==> src/rtl/czas_pkg.sv <==
// czas_pkg: shared types and BCD helpers for the time-of-day counter.
//   bcd_t      - one BCD digit (0..9)
//   hours_t    - HH as {tens (0..2), units (0..9)}
//   minutes_t  - MM as {tens (0..5), units (0..9)}
//   hours_inc / minutes_inc / minutes_last - per-digit BCD arithmetic,
//   no binary intermediate values.
package czas_pkg;

    typedef logic [3:0] bcd_t;

    localparam logic [1:0] MAX_HR2       = 2'd2;
    localparam bcd_t       MAX_HR1_AT_20 = 4'd3;
    localparam bcd_t       MAX_MIN2      = 4'd5;
    localparam bcd_t       MAX_DIGIT     = 4'd9;

    typedef struct packed {
        logic [1:0] hr2;
        bcd_t       hr1;
    } hours_t;

    typedef struct packed {
        bcd_t min2;
        bcd_t min1;
    } minutes_t;

    // 23 -> 00, x9 -> (x+1)0, otherwise units + 1.
    function automatic hours_t hours_inc(input hours_t h);
        hours_t r;
        r = h;
        if ((h.hr2 == MAX_HR2) && (h.hr1 == MAX_HR1_AT_20)) begin
            r = '0;
        end else if (h.hr1 == MAX_DIGIT) begin
            r.hr1 = '0;
            r.hr2 = h.hr2 + 2'd1;
        end else begin
            r.hr1 = h.hr1 + 4'd1;
        end
        return r;
    endfunction

    function automatic logic minutes_last(input minutes_t m);
        return (m.min2 == MAX_MIN2) && (m.min1 == MAX_DIGIT);
    endfunction

    // 59 -> 00 (caller decides whether that carries into hours).
    function automatic minutes_t minutes_inc(input minutes_t m);
        minutes_t r;
        r = m;
        if (minutes_last(m)) begin
            r = '0;
        end else if (m.min1 == MAX_DIGIT) begin
            r.min1 = '0;
            r.min2 = m.min2 + 4'd1;
        end else begin
            r.min1 = m.min1 + 4'd1;
        end
        return r;
    endfunction

endpackage

==> src/rtl/licznik_czasu_przycisk.sv <==
// przycisk: conditions one raw set button into single-cycle press events.
//   clk_i        - system clock
//   rst_async_ni - raw active-low reset, clears the input synchronizer
//   rst_ni       - internally synchronized active-low reset, clears the
//                  debounce / edge / repeat state
//   button_i     - raw asynchronous button level, active-high
//   press_o      - one-cycle press event
// Path: 2-flop synchronizer -> debounce counter -> rising-edge detect.
// Optional macro BTN_REPEAT_EN: while the accepted level stays high, an extra
// event fires every REPEAT_CYCLES cycles after the initial one.
module przycisk
    import czas_pkg::*;
#(
    parameter int unsigned DEBOUNCE_CYCLES = 1_000_000,
    parameter int unsigned REPEAT_CYCLES   = 25_000_000
) (
    input  logic clk_i,
    input  logic rst_async_ni,
    input  logic rst_ni,
    input  logic button_i,
    output logic press_o
);

    localparam int unsigned     DB_W    = (DEBOUNCE_CYCLES > 1) ? $clog2(DEBOUNCE_CYCLES) : 1;
    localparam logic [DB_W-1:0] DB_LAST = DB_W'(DEBOUNCE_CYCLES - 1);

    logic [1:0]      sync_q, sync_d;
    logic [DB_W-1:0] db_cnt_q, db_cnt_d;
    logic            level_q, level_d;
    logic            level_prev_q, level_prev_d;
    logic            press_q, press_d;
    logic            rise;

    // The synchronizer sits on the raw reset so it is already sampling the
    // button while the internal reset release is still propagating.
    always_comb begin
        sync_d = {sync_q[0], button_i};
    end

    always_ff @(posedge clk_i or negedge rst_async_ni) begin
        if (!rst_async_ni) begin
            sync_q <= '0;
        end else begin
            sync_q <= sync_d;
        end
    end

    // Counter counts consecutive cycles of disagreement; the accepted level
    // flips on the cycle the count would reach DEBOUNCE_CYCLES.
    always_comb begin
        level_d      = level_q;
        db_cnt_d     = '0;
        level_prev_d = level_q;
        if (sync_q[1] != level_q) begin
            if (db_cnt_q == DB_LAST) begin
                level_d = ~level_q;
            end else begin
                db_cnt_d = db_cnt_q + 1'b1;
            end
        end
    end

    assign rise = level_q & ~level_prev_q;

`ifdef BTN_REPEAT_EN
    localparam int unsigned      REP_W    = $clog2(REPEAT_CYCLES);
    localparam logic [REP_W-1:0] REP_LAST = REP_W'(REPEAT_CYCLES - 1);

    logic [REP_W-1:0] rep_cnt_q, rep_cnt_d;
    logic             rep_fire;

    // Counting starts the cycle after the initial event, so the first repeat
    // lands exactly REPEAT_CYCLES after it.
    always_comb begin
        rep_cnt_d = '0;
        rep_fire  = 1'b0;
        if (level_q && level_prev_q) begin
            if (rep_cnt_q == REP_LAST) begin
                rep_fire = 1'b1;
            end else begin
                rep_cnt_d = rep_cnt_q + 1'b1;
            end
        end
    end

    always_ff @(posedge clk_i or negedge rst_ni) begin
        if (!rst_ni) begin
            rep_cnt_q <= '0;
        end else begin
            rep_cnt_q <= rep_cnt_d;
        end
    end

    always_comb begin
        press_d = rise | rep_fire;
    end
`else
    always_comb begin
        press_d = rise;
    end
`endif

    always_ff @(posedge clk_i or negedge rst_ni) begin
        if (!rst_ni) begin
            db_cnt_q     <= '0;
            level_q      <= 1'b0;
            level_prev_q <= 1'b0;
            press_q      <= 1'b0;
        end else begin
            db_cnt_q     <= db_cnt_d;
            level_q      <= level_d;
            level_prev_q <= level_prev_d;
            press_q      <= press_d;
        end
    end

    assign press_o = press_q;

endmodule

==> src/rtl/licznik_czasu.sv <==
// licznik_czasu: time-of-day counter producing HH:MM as BCD digits.
//   clk_i        - system clock
//   rst_i        - asynchronous reset, active-low (release synchronized)
//   tick_i       - one-cycle enable, one per second
//   button_hr_i  - raw hour-set button
//   button_min_i - raw minute-set button
//   hr2_o/hr1_o/min2_o/min1_o - BCD digits of HH:MM
//   colon_o      - toggles on every accepted tick
//   min_wrap_o   - one-cycle pulse when ticking rolls minutes 59 -> 00
// Optional macro BTN_REPEAT_EN enables button auto-repeat in przycisk.
module licznik_czasu
    import czas_pkg::*;
#(
    parameter int unsigned TICKS_PER_MIN   = 60,
    parameter int unsigned DEBOUNCE_CYCLES = 1_000_000,
    parameter int unsigned REPEAT_CYCLES   = 25_000_000
) (
    input  logic       clk_i,
    input  logic       rst_i,
    input  logic       tick_i,
    input  logic       button_hr_i,
    input  logic       button_min_i,
    output logic [1:0] hr2_o,
    output logic [3:0] hr1_o,
    output logic [3:0] min2_o,
    output logic [3:0] min1_o,
    output logic       colon_o,
    output logic       min_wrap_o
);

    localparam int unsigned      SEC_W    = $clog2(TICKS_PER_MIN);
    localparam logic [SEC_W-1:0] SEC_LAST = SEC_W'(TICKS_PER_MIN - 1);

    logic rst_meta_q, rst_meta_d;
    logic rst_sync_q, rst_sync_d;

    always_comb begin
        rst_meta_d = 1'b1;
        rst_sync_d = rst_meta_q;
    end

    always_ff @(posedge clk_i or negedge rst_i) begin
        if (!rst_i) begin
            rst_meta_q <= 1'b0;
            rst_sync_q <= 1'b0;
        end else begin
            rst_meta_q <= rst_meta_d;
            rst_sync_q <= rst_sync_d;
        end
    end

    logic hr_press, min_press;

    przycisk #(
        .DEBOUNCE_CYCLES (DEBOUNCE_CYCLES),
        .REPEAT_CYCLES   (REPEAT_CYCLES)
    ) u_btn_hr (
        .clk_i        (clk_i),
        .rst_async_ni (rst_i),
        .rst_ni       (rst_sync_q),
        .button_i     (button_hr_i),
        .press_o      (hr_press)
    );

    przycisk #(
        .DEBOUNCE_CYCLES (DEBOUNCE_CYCLES),
        .REPEAT_CYCLES   (REPEAT_CYCLES)
    ) u_btn_min (
        .clk_i        (clk_i),
        .rst_async_ni (rst_i),
        .rst_ni       (rst_sync_q),
        .button_i     (button_min_i),
        .press_o      (min_press)
    );

    hours_t           hours_q, hours_d;
    minutes_t         minutes_q, minutes_d;
    logic [SEC_W-1:0] sec_q, sec_d;
    logic             colon_q, colon_d;
    logic             min_wrap_q, min_wrap_d;
    logic             hr_step;

    // A minute press wins over a tick in the same cycle; an hour press and a
    // tick-driven minute carry merge into a single hour increment.
    always_comb begin
        hours_d    = hours_q;
        minutes_d  = minutes_q;
        sec_d      = sec_q;
        colon_d    = colon_q;
        min_wrap_d = 1'b0;
        hr_step    = hr_press;
        if (min_press) begin
            minutes_d = minutes_inc(minutes_q);
            sec_d     = '0;
        end else if (tick_i) begin
            colon_d = ~colon_q;
            if (sec_q == SEC_LAST) begin
                sec_d     = '0;
                minutes_d = minutes_inc(minutes_q);
                if (minutes_last(minutes_q)) begin
                    min_wrap_d = 1'b1;
                    hr_step    = 1'b1;
                end
            end else begin
                sec_d = sec_q + 1'b1;
            end
        end
        if (hr_step) begin
            hours_d = hours_inc(hours_q);
        end
    end

    always_ff @(posedge clk_i or negedge rst_sync_q) begin
        if (!rst_sync_q) begin
            hours_q    <= '0;
            minutes_q  <= '0;
            sec_q      <= '0;
            colon_q    <= 1'b0;
            min_wrap_q <= 1'b0;
        end else begin
            hours_q    <= hours_d;
            minutes_q  <= minutes_d;
            sec_q      <= sec_d;
            colon_q    <= colon_d;
            min_wrap_q <= min_wrap_d;
        end
    end

    assign hr2_o      = hours_q.hr2;
    assign hr1_o      = hours_q.hr1;
    assign min2_o     = minutes_q.min2;
    assign min1_o     = minutes_q.min1;
    assign colon_o    = colon_q;
    assign min_wrap_o = min_wrap_q;

endmodule

==> config.mk <==
export PLATFORM = sky130hd
export DESIGN_NAME = licznik_czasu
export DESIGN_NICKNAME = d
export VERILOG_FILES = /design/src/rtl/czas_pkg.sv /design/src/rtl/licznik_czasu_przycisk.sv /design/src/rtl/licznik_czasu.sv
export SDC_FILE = /design/constraint.sdc
export NUM_CORES = 1
export LEC_CHECK = 0
export BUFFER_PORTS_ARGS = -buffer_cell sky130_fd_sc_hd__buf_2
export CAP_MARGIN = 20
export CORE_ASPECT_RATIO = 1.4
export CORE_UTILIZATION = 60
export DETAILED_ROUTE_END_ITERATION = 6
export GPL_TIMING_DRIVEN = 0
export PLACE_DENSITY_LB_ADDON = 0.1
export SLEW_MARGIN = 20
export SYNTH_ARGS = -nofsm -noshare
export SYNTH_HDL_FRONTEND = slang
export SYNTH_SLANG_ARGS = --single-unit
==> constraint.sdc <==
create_clock -name clk_i -period 3.1 [get_ports clk_i]
set_clock_uncertainty 0.15 [all_clocks]
set_input_delay 0 -clock clk_i [delete_from_list [all_inputs] [get_ports clk_i]]
set_output_delay 0 -clock clk_i [all_outputs]
set_load 0.1 [all_outputs]
Word level (Yosys, flattened, before mapping)
Cells that the tools add are included.
{"block": "totals", "ramBits": 0, "mem_bits_ro": 0, "latchBits": 0, "mem_count": 0, "reg_bits": 74, "inputBits": 5}
{"block": "classes", "div": 0, "mux": 24, "addsub": 7, "n_lt_le_gt_ge": 0, "bitwise": 8, "mul": 0, "n_reduce_logical": 10, "eq_ne": 10, "n_shift": 0}
{"cell": "20-bit two-way mux", "n": 4}
{"cell": "20-bit by 1-bit adder with 20-bit output, second input constant", "n": 2}
{"cell": "20-bit equality test, second input constant", "n": 2}
{"cell": "8-bit two-way mux", "n": 4}
{"cell": "6-bit two-way mux", "n": 4}
{"cell": "4-bit by 1-bit adder with 4-bit output, second input constant", "n": 3}
{"cell": "4-bit two-way mux", "n": 3}
{"cell": "2-bit AND reduction", "n": 5}
{"cell": "4-bit equality test, second input constant", "n": 2}
{"cell": "1-bit two-way mux", "n": 8}
{"cell": "6-bit by 1-bit adder with 6-bit output, second input constant", "n": 1}
{"cell": "6-bit equality test, second input constant", "n": 1}
{"cell": "1-bit inverter", "n": 6}
{"cell": "2-bit nonzero test", "n": 3}
{"cell": "4-bit by 2-bit equality test with 1-bit output, second input constant", "n": 1}
{"cell": "4-bit by 3-bit equality test with 1-bit output, second input constant", "n": 1}
{"cell": "2-bit by 1-bit adder with 2-bit output, second input constant", "n": 1}
{"cell": "1-bit AND", "n": 2}
{"cell": "2-bit equality test, second input constant", "n": 1}
{"cell": "1-bit logical AND", "n": 2}
{"cell": "2-bit two-way mux", "n": 1}
{"cell": "1-bit != test", "n": 2}

Longest topological paths before layout
{"block": "depth", "depth_word": 7, "ltp_mapped": 7}

Hierarchy
From an unflattened synthesis, not the netlist that was laid out.
{"block": "hier_totals", "cells_unflattened": 337, "area_unflattened_um2": 3644.7}
{"mod": "przycisk", "area_each_um2": 1171.1, "instances": 2, "cells_each": 109}
{"mod": "licznik_czasu", "area_each_um2": 1302.5, "instances": 1, "cells_each": 119}

Least setup slack after synthesis
Ideal clock, no wire load.
{"block": "synth_path", "kind": "flip-flop to flip-flop", "start": "register minutes_q (netlist bit min1_o[0])", "end": "register hours_q (netlist bit hr1_o[0])", "arrival_time_ns": 2.322, "t_required_ns": 2.824, "setup_slack_ns": 0.502, "path_buffers": 1, "period_less_slack_ns": 2.598, "path_stages_with_launch": 6, "path_cell_list": "dfrtp_1 -> ha_1 -> nor4bb_1 -> a41o_1 -> clkbuf_1 -> mux2_2"}
{"block": "synth_via", "elab_chain_cells": 6}
{"item": "start, declared", "line_no": "licznik_czasu.sv:77", "rtl": "minutes_t minutes_q, minutes_d;"}
{"item": "start signal, assigned", "line_no": "licznik_czasu.sv:122", "rtl": "minutes_q <= minutes_d;"}
{"item": "4-bit equality test", "line_no": "czas_pkg.sv:42", "rtl": "return (m.min2 == MAX_MIN2) && (m.min1 == MAX_DIGIT);"}
{"item": "1-bit logical AND", "line_no": "czas_pkg.sv:42"}
{"item": "1-bit two-way mux", "line_no": "licznik_czasu.sv:100", "rtl": "if (minutes_last(minutes_q)) begin"}
{"item": "1-bit two-way mux", "line_no": "licznik_czasu.sv:97", "rtl": "if (sec_q == SEC_LAST) begin"}
{"item": "1-bit two-way mux", "line_no": "licznik_czasu.sv:95", "rtl": "end else if (tick_i) begin"}
{"item": "1-bit two-way mux", "line_no": "licznik_czasu.sv:92", "rtl": "if (min_press) begin"}
{"item": "end signal, assigned", "line_no": "licznik_czasu.sv:121", "rtl": "hours_q <= hours_d;"}
{"item": "end, declared", "line_no": "licznik_czasu.sv:76", "rtl": "hours_t hours_q, hours_d;"}
No other way between the ends.
A chain may end at the register's enable or synchronous reset.

Final worst setup path
{"block": "layout_path", "start": "register u_btn_min.db_cnt_q[16]", "end": "register u_btn_min.db_cnt_q[7]"}
{"block": "layout_via", "elab_chain_cells": 3}
{"item": "start, declared", "line_no": "licznik_czasu_przycisk.sv:28", "rtl": "logic [DB_W-1:0] db_cnt_q, db_cnt_d;"}
{"item": "start signal, assigned", "line_no": "licznik_czasu_przycisk.sv:110", "rtl": "db_cnt_q <= db_cnt_d;"}
{"item": "20-bit equality test", "line_no": "licznik_czasu_przycisk.sv:55", "rtl": "if (db_cnt_q == DB_LAST) begin"}
{"item": "20-bit two-way mux", "line_no": "licznik_czasu_przycisk.sv:55"}
{"item": "20-bit two-way mux", "line_no": "licznik_czasu_przycisk.sv:54", "rtl": "if (sync_q[1] != level_q) begin"}
{"item": "named net u_btn_min.db_cnt_d[7]", "line_no": "licznik_czasu_przycisk.sv:28"}
The timed path passes the listed nets, and every way through them passes these cells.

==> flow_summary.yaml <==
pwr:
  finalPower_uw: 2080
  peakVddDrop_mv: 0.348
  share_comb_of_total_power_pct: 9.3
  power.density_nw_per_um2: 522
  p_leak_uw: 0.00174
  p_clk_share_pct: 39.2
  p_switching_uw: 533
  p_int_uw: 1550
  switching_share_pct: 25.6
  seqPwrFrac_pct: 51.5
worst_setup_path:
  critPathKind: "reg -> reg"
  rr_startpoint: "u_btn_min.db_cnt_q[16]"
  worstSetupStartpointType: "register"
  crit_chain: "nand3_1 > or3_1 > o31ai_2 > clkbuf_1 > nor2_1"
  arrival_ns: 2.48
  cp-end-kind: "register"
  worst_path_max_delay_cell: "o31ai_2"
  critPathMaxStageDelay_ns: 0.67
  cp.buffers_inverters: 1
  critPathRequiredTime_ns: 3.17
  crit_path_start: "u_btn_min.db_cnt_q[16]"
  worstPathMaxFanout: 10
  critical_path.top_delay_family: "compound AO/OA/AOI/OAI gates"
global_route:
  antenna_found_initial: 0
  grt_start_max_net_pins: 41
  grt_pass1_vias: 2589
  track_usage_pct: 24.0
  grt_pass1_wl_mm: 11.0
  gr-total-overflow: 0
layout:
  fin_cells: 451
  drive_gt1_share_pct: 12.8
  final_util_pct: 71.7
  area_growth_pct: 13.6
  antenna_cells: 0
  fin_nets: 392
timing:
  fin_tns_setup_ns: 0
  holdWs_ns: 0.109
  fmax_mhz: 414
  rsz0062_at_grt: "no"
  period_minus_slack_ns: 2.42
  finalHoldViolations: 0
  final.period_utilization_pct: 77.9
  relSlewSlack_pct: 49.5
  tightest_slew_ns: 0.754
  maxSlewViolCount: 0
  setup_viol: 0
floorplan:
  pin_count: 21
  initial_utilization_pct: 63.1
  rows: 32
  die-area_um2: 6170
  core_area_um2: 5570
  die_y_um: 92.5
  die_w_um: 66.7
clocking:
  insertion_delay_ns: 0.35
  numCtsBuffers: 9
  cts_tree: "done"
  clkTransAtPathRegs_ns: 0.08
  clock_sinks: 74
  cts_root_buf: "clkbuf_8"
  cts_max_level: 3
  cts_buffer_depth: 2
route:
  drt_pre_antenna_iters: 4
  drc_errors: 0
  ant_nets: 0
  wl_mm: 6.39
  wl_met1_mm: 2.79
  first_iter_violations: 123
  via_per_inst: 5.75
  met2_length_mm: 3.25
  wire_per_inst_um: 14.2
  top_layer: "met4"
  met3_length_um: 173
  vias: 2593
placed_design:
  io_buffers: 20
  post-dp-hpwl_mm: 4.13
  dp_cells: 430
  place_congestion: 0.792
yosys:
  synth_enable_flop_cells: 0
  synth.most_common_cell: "dfrtp_1"
  synth_nets: 355
  ys_top_cells_by_area: "dfrtp_1, xnor2_1, nor2_1"
  synth_top_area_share_pct: 52.7
  yosysTopAreaCell: "dfrtp_1"
  synthArstFlopShare_pct: 100
  syn-cell-area_um2: 3510
  synthFlopType: "dfrtp_1"
  synth.avg_cell_area_um2: 10.3
  synth.distinct_cells: 45
  ys_ff_latch: 74
  netlist_instances: 341
  yosys-top-cells-count: "dfrtp_1, nor2_1, nand2_1"
  yosys_warnings: 0
  synth_seq_area_share_pct: 52.7
job:
  drv_cap: 0
min_path:
  hold_class: "reg -> async"
status:
  status: "finished, final reports clean"
power groups by stage:
stage | clock [uW] | sequential, uW | combinational (uW)
6_report | 817 | 1070 | 193
3_3_place_gp | 0 | 1100 | 172
4_1_cts | 838 | 1070 | 197
2_1_floorplan | 0 | 1150 | 78.8
5_1_grt | 878 | 1080 | 217
3_5_place_dp | 0 | 1090 | 191
logic make-up (layout without fill, tap and decap cells):
group	count (synthesis)	count (layout)	share of synthesized area (%)
compound gates	52	52	9.58
mux	9	9	2.81
flops	74	74	52.7
simple gates	144	144	21.7
other cells	1	1	0.107
xor+xnor	30	30	7.48
fa+ha+maj	9	9	3.21
buf+inv	22	64	2.42
layout make-up:
| type | instances | area (um2) |
|---|---|---|
| flip-flops and latches | 74 | 1860 |
| repair buffers | 26 | 170 |
| clock buffers | 12 | 145 |
| fillers | 423 | 1570 |
| well taps | 68 | 85.1 |
| plain buffers | 7 | 28.8 |
| clock inverters | 4 | 75.1 |
| multi-input cells | 245 | 1580 |
| inverters | 15 | 56.3 |
through the flow:
| stage | instance area, um2 | setup slack, ns |
|---|---|---|
| CTS | 3990 | 0.675 |
| detailed placement | 3720 | 0.691 |
| floorplan | 3510 | 0.502 |
| global route | 3990 | 0.504 |
| global placement | 3700 | 0.0915 |
| finish | 3990 | 0.684 |
per-layer routing:
layer,up-vias,GRT usage (%)
li1,1281,-
met1,1251,27.7
met2,46,40.2
met3,15,5.67
met4,0,12.8
met5,-,0
sequential cells by signal (all words and copies together), names as in the netlist, 2 cells and up:
register and cells:
sec_q 6, u_btn_hr.db_cnt_q 20, u_btn_min.db_cnt_q 20, min2_o 4
hr2_o 2, u_btn_min.sync_q 2, hr1_o 4, min1_o 4
u_btn_hr.sync_q 2
timing repair:
item | CTS | global route
hold buffers | 5 | 0
endpoints found under the hold margin | 11 | 0
buffers inserted | 0 | 0
resized for setup | 0 | 0
cells in the final DEF (no fill, tap or decap), types with 3 or more instances in the layout:
cell type,instances
mux2_2,7
and2_1,4
xnor2_1,22
nand3_1,18
a21oi_1,18
and3_1,3
nor2b_1,3
dlygate4sd3_1,5
nor4_1,6
or3_1,10
o21ai_0,13
nand4_1,5
inv_1,15
nor3_1,9
xor2_1,8
ha_1,9
buf_2,22
dfrtp_1,73
nand2_1,23
clkbuf_8,10
or4_1,8
nor2_1,42
clkbuf_1,7
o31ai_1,9
worst paths after layout:
path                                               to  slack, ns  depth (start not counted)
worst max-delay path            u_btn_min.db_cnt_q[7]       0.68                          5
worst min-delay path             u_btn_hr.db_cnt_q[1]       0.11                          0
worst max register to register  u_btn_min.db_cnt_q[7]       0.68                          5
worst min register to register   u_btn_hr.db_cnt_q[1]       0.11                          0
max in group asynchronous                  rst_sync_q       2.13                          3
min in group clk_i                 u_btn_hr.sync_q[0]       0.15                          2
(Power assumes the default switching activity.)
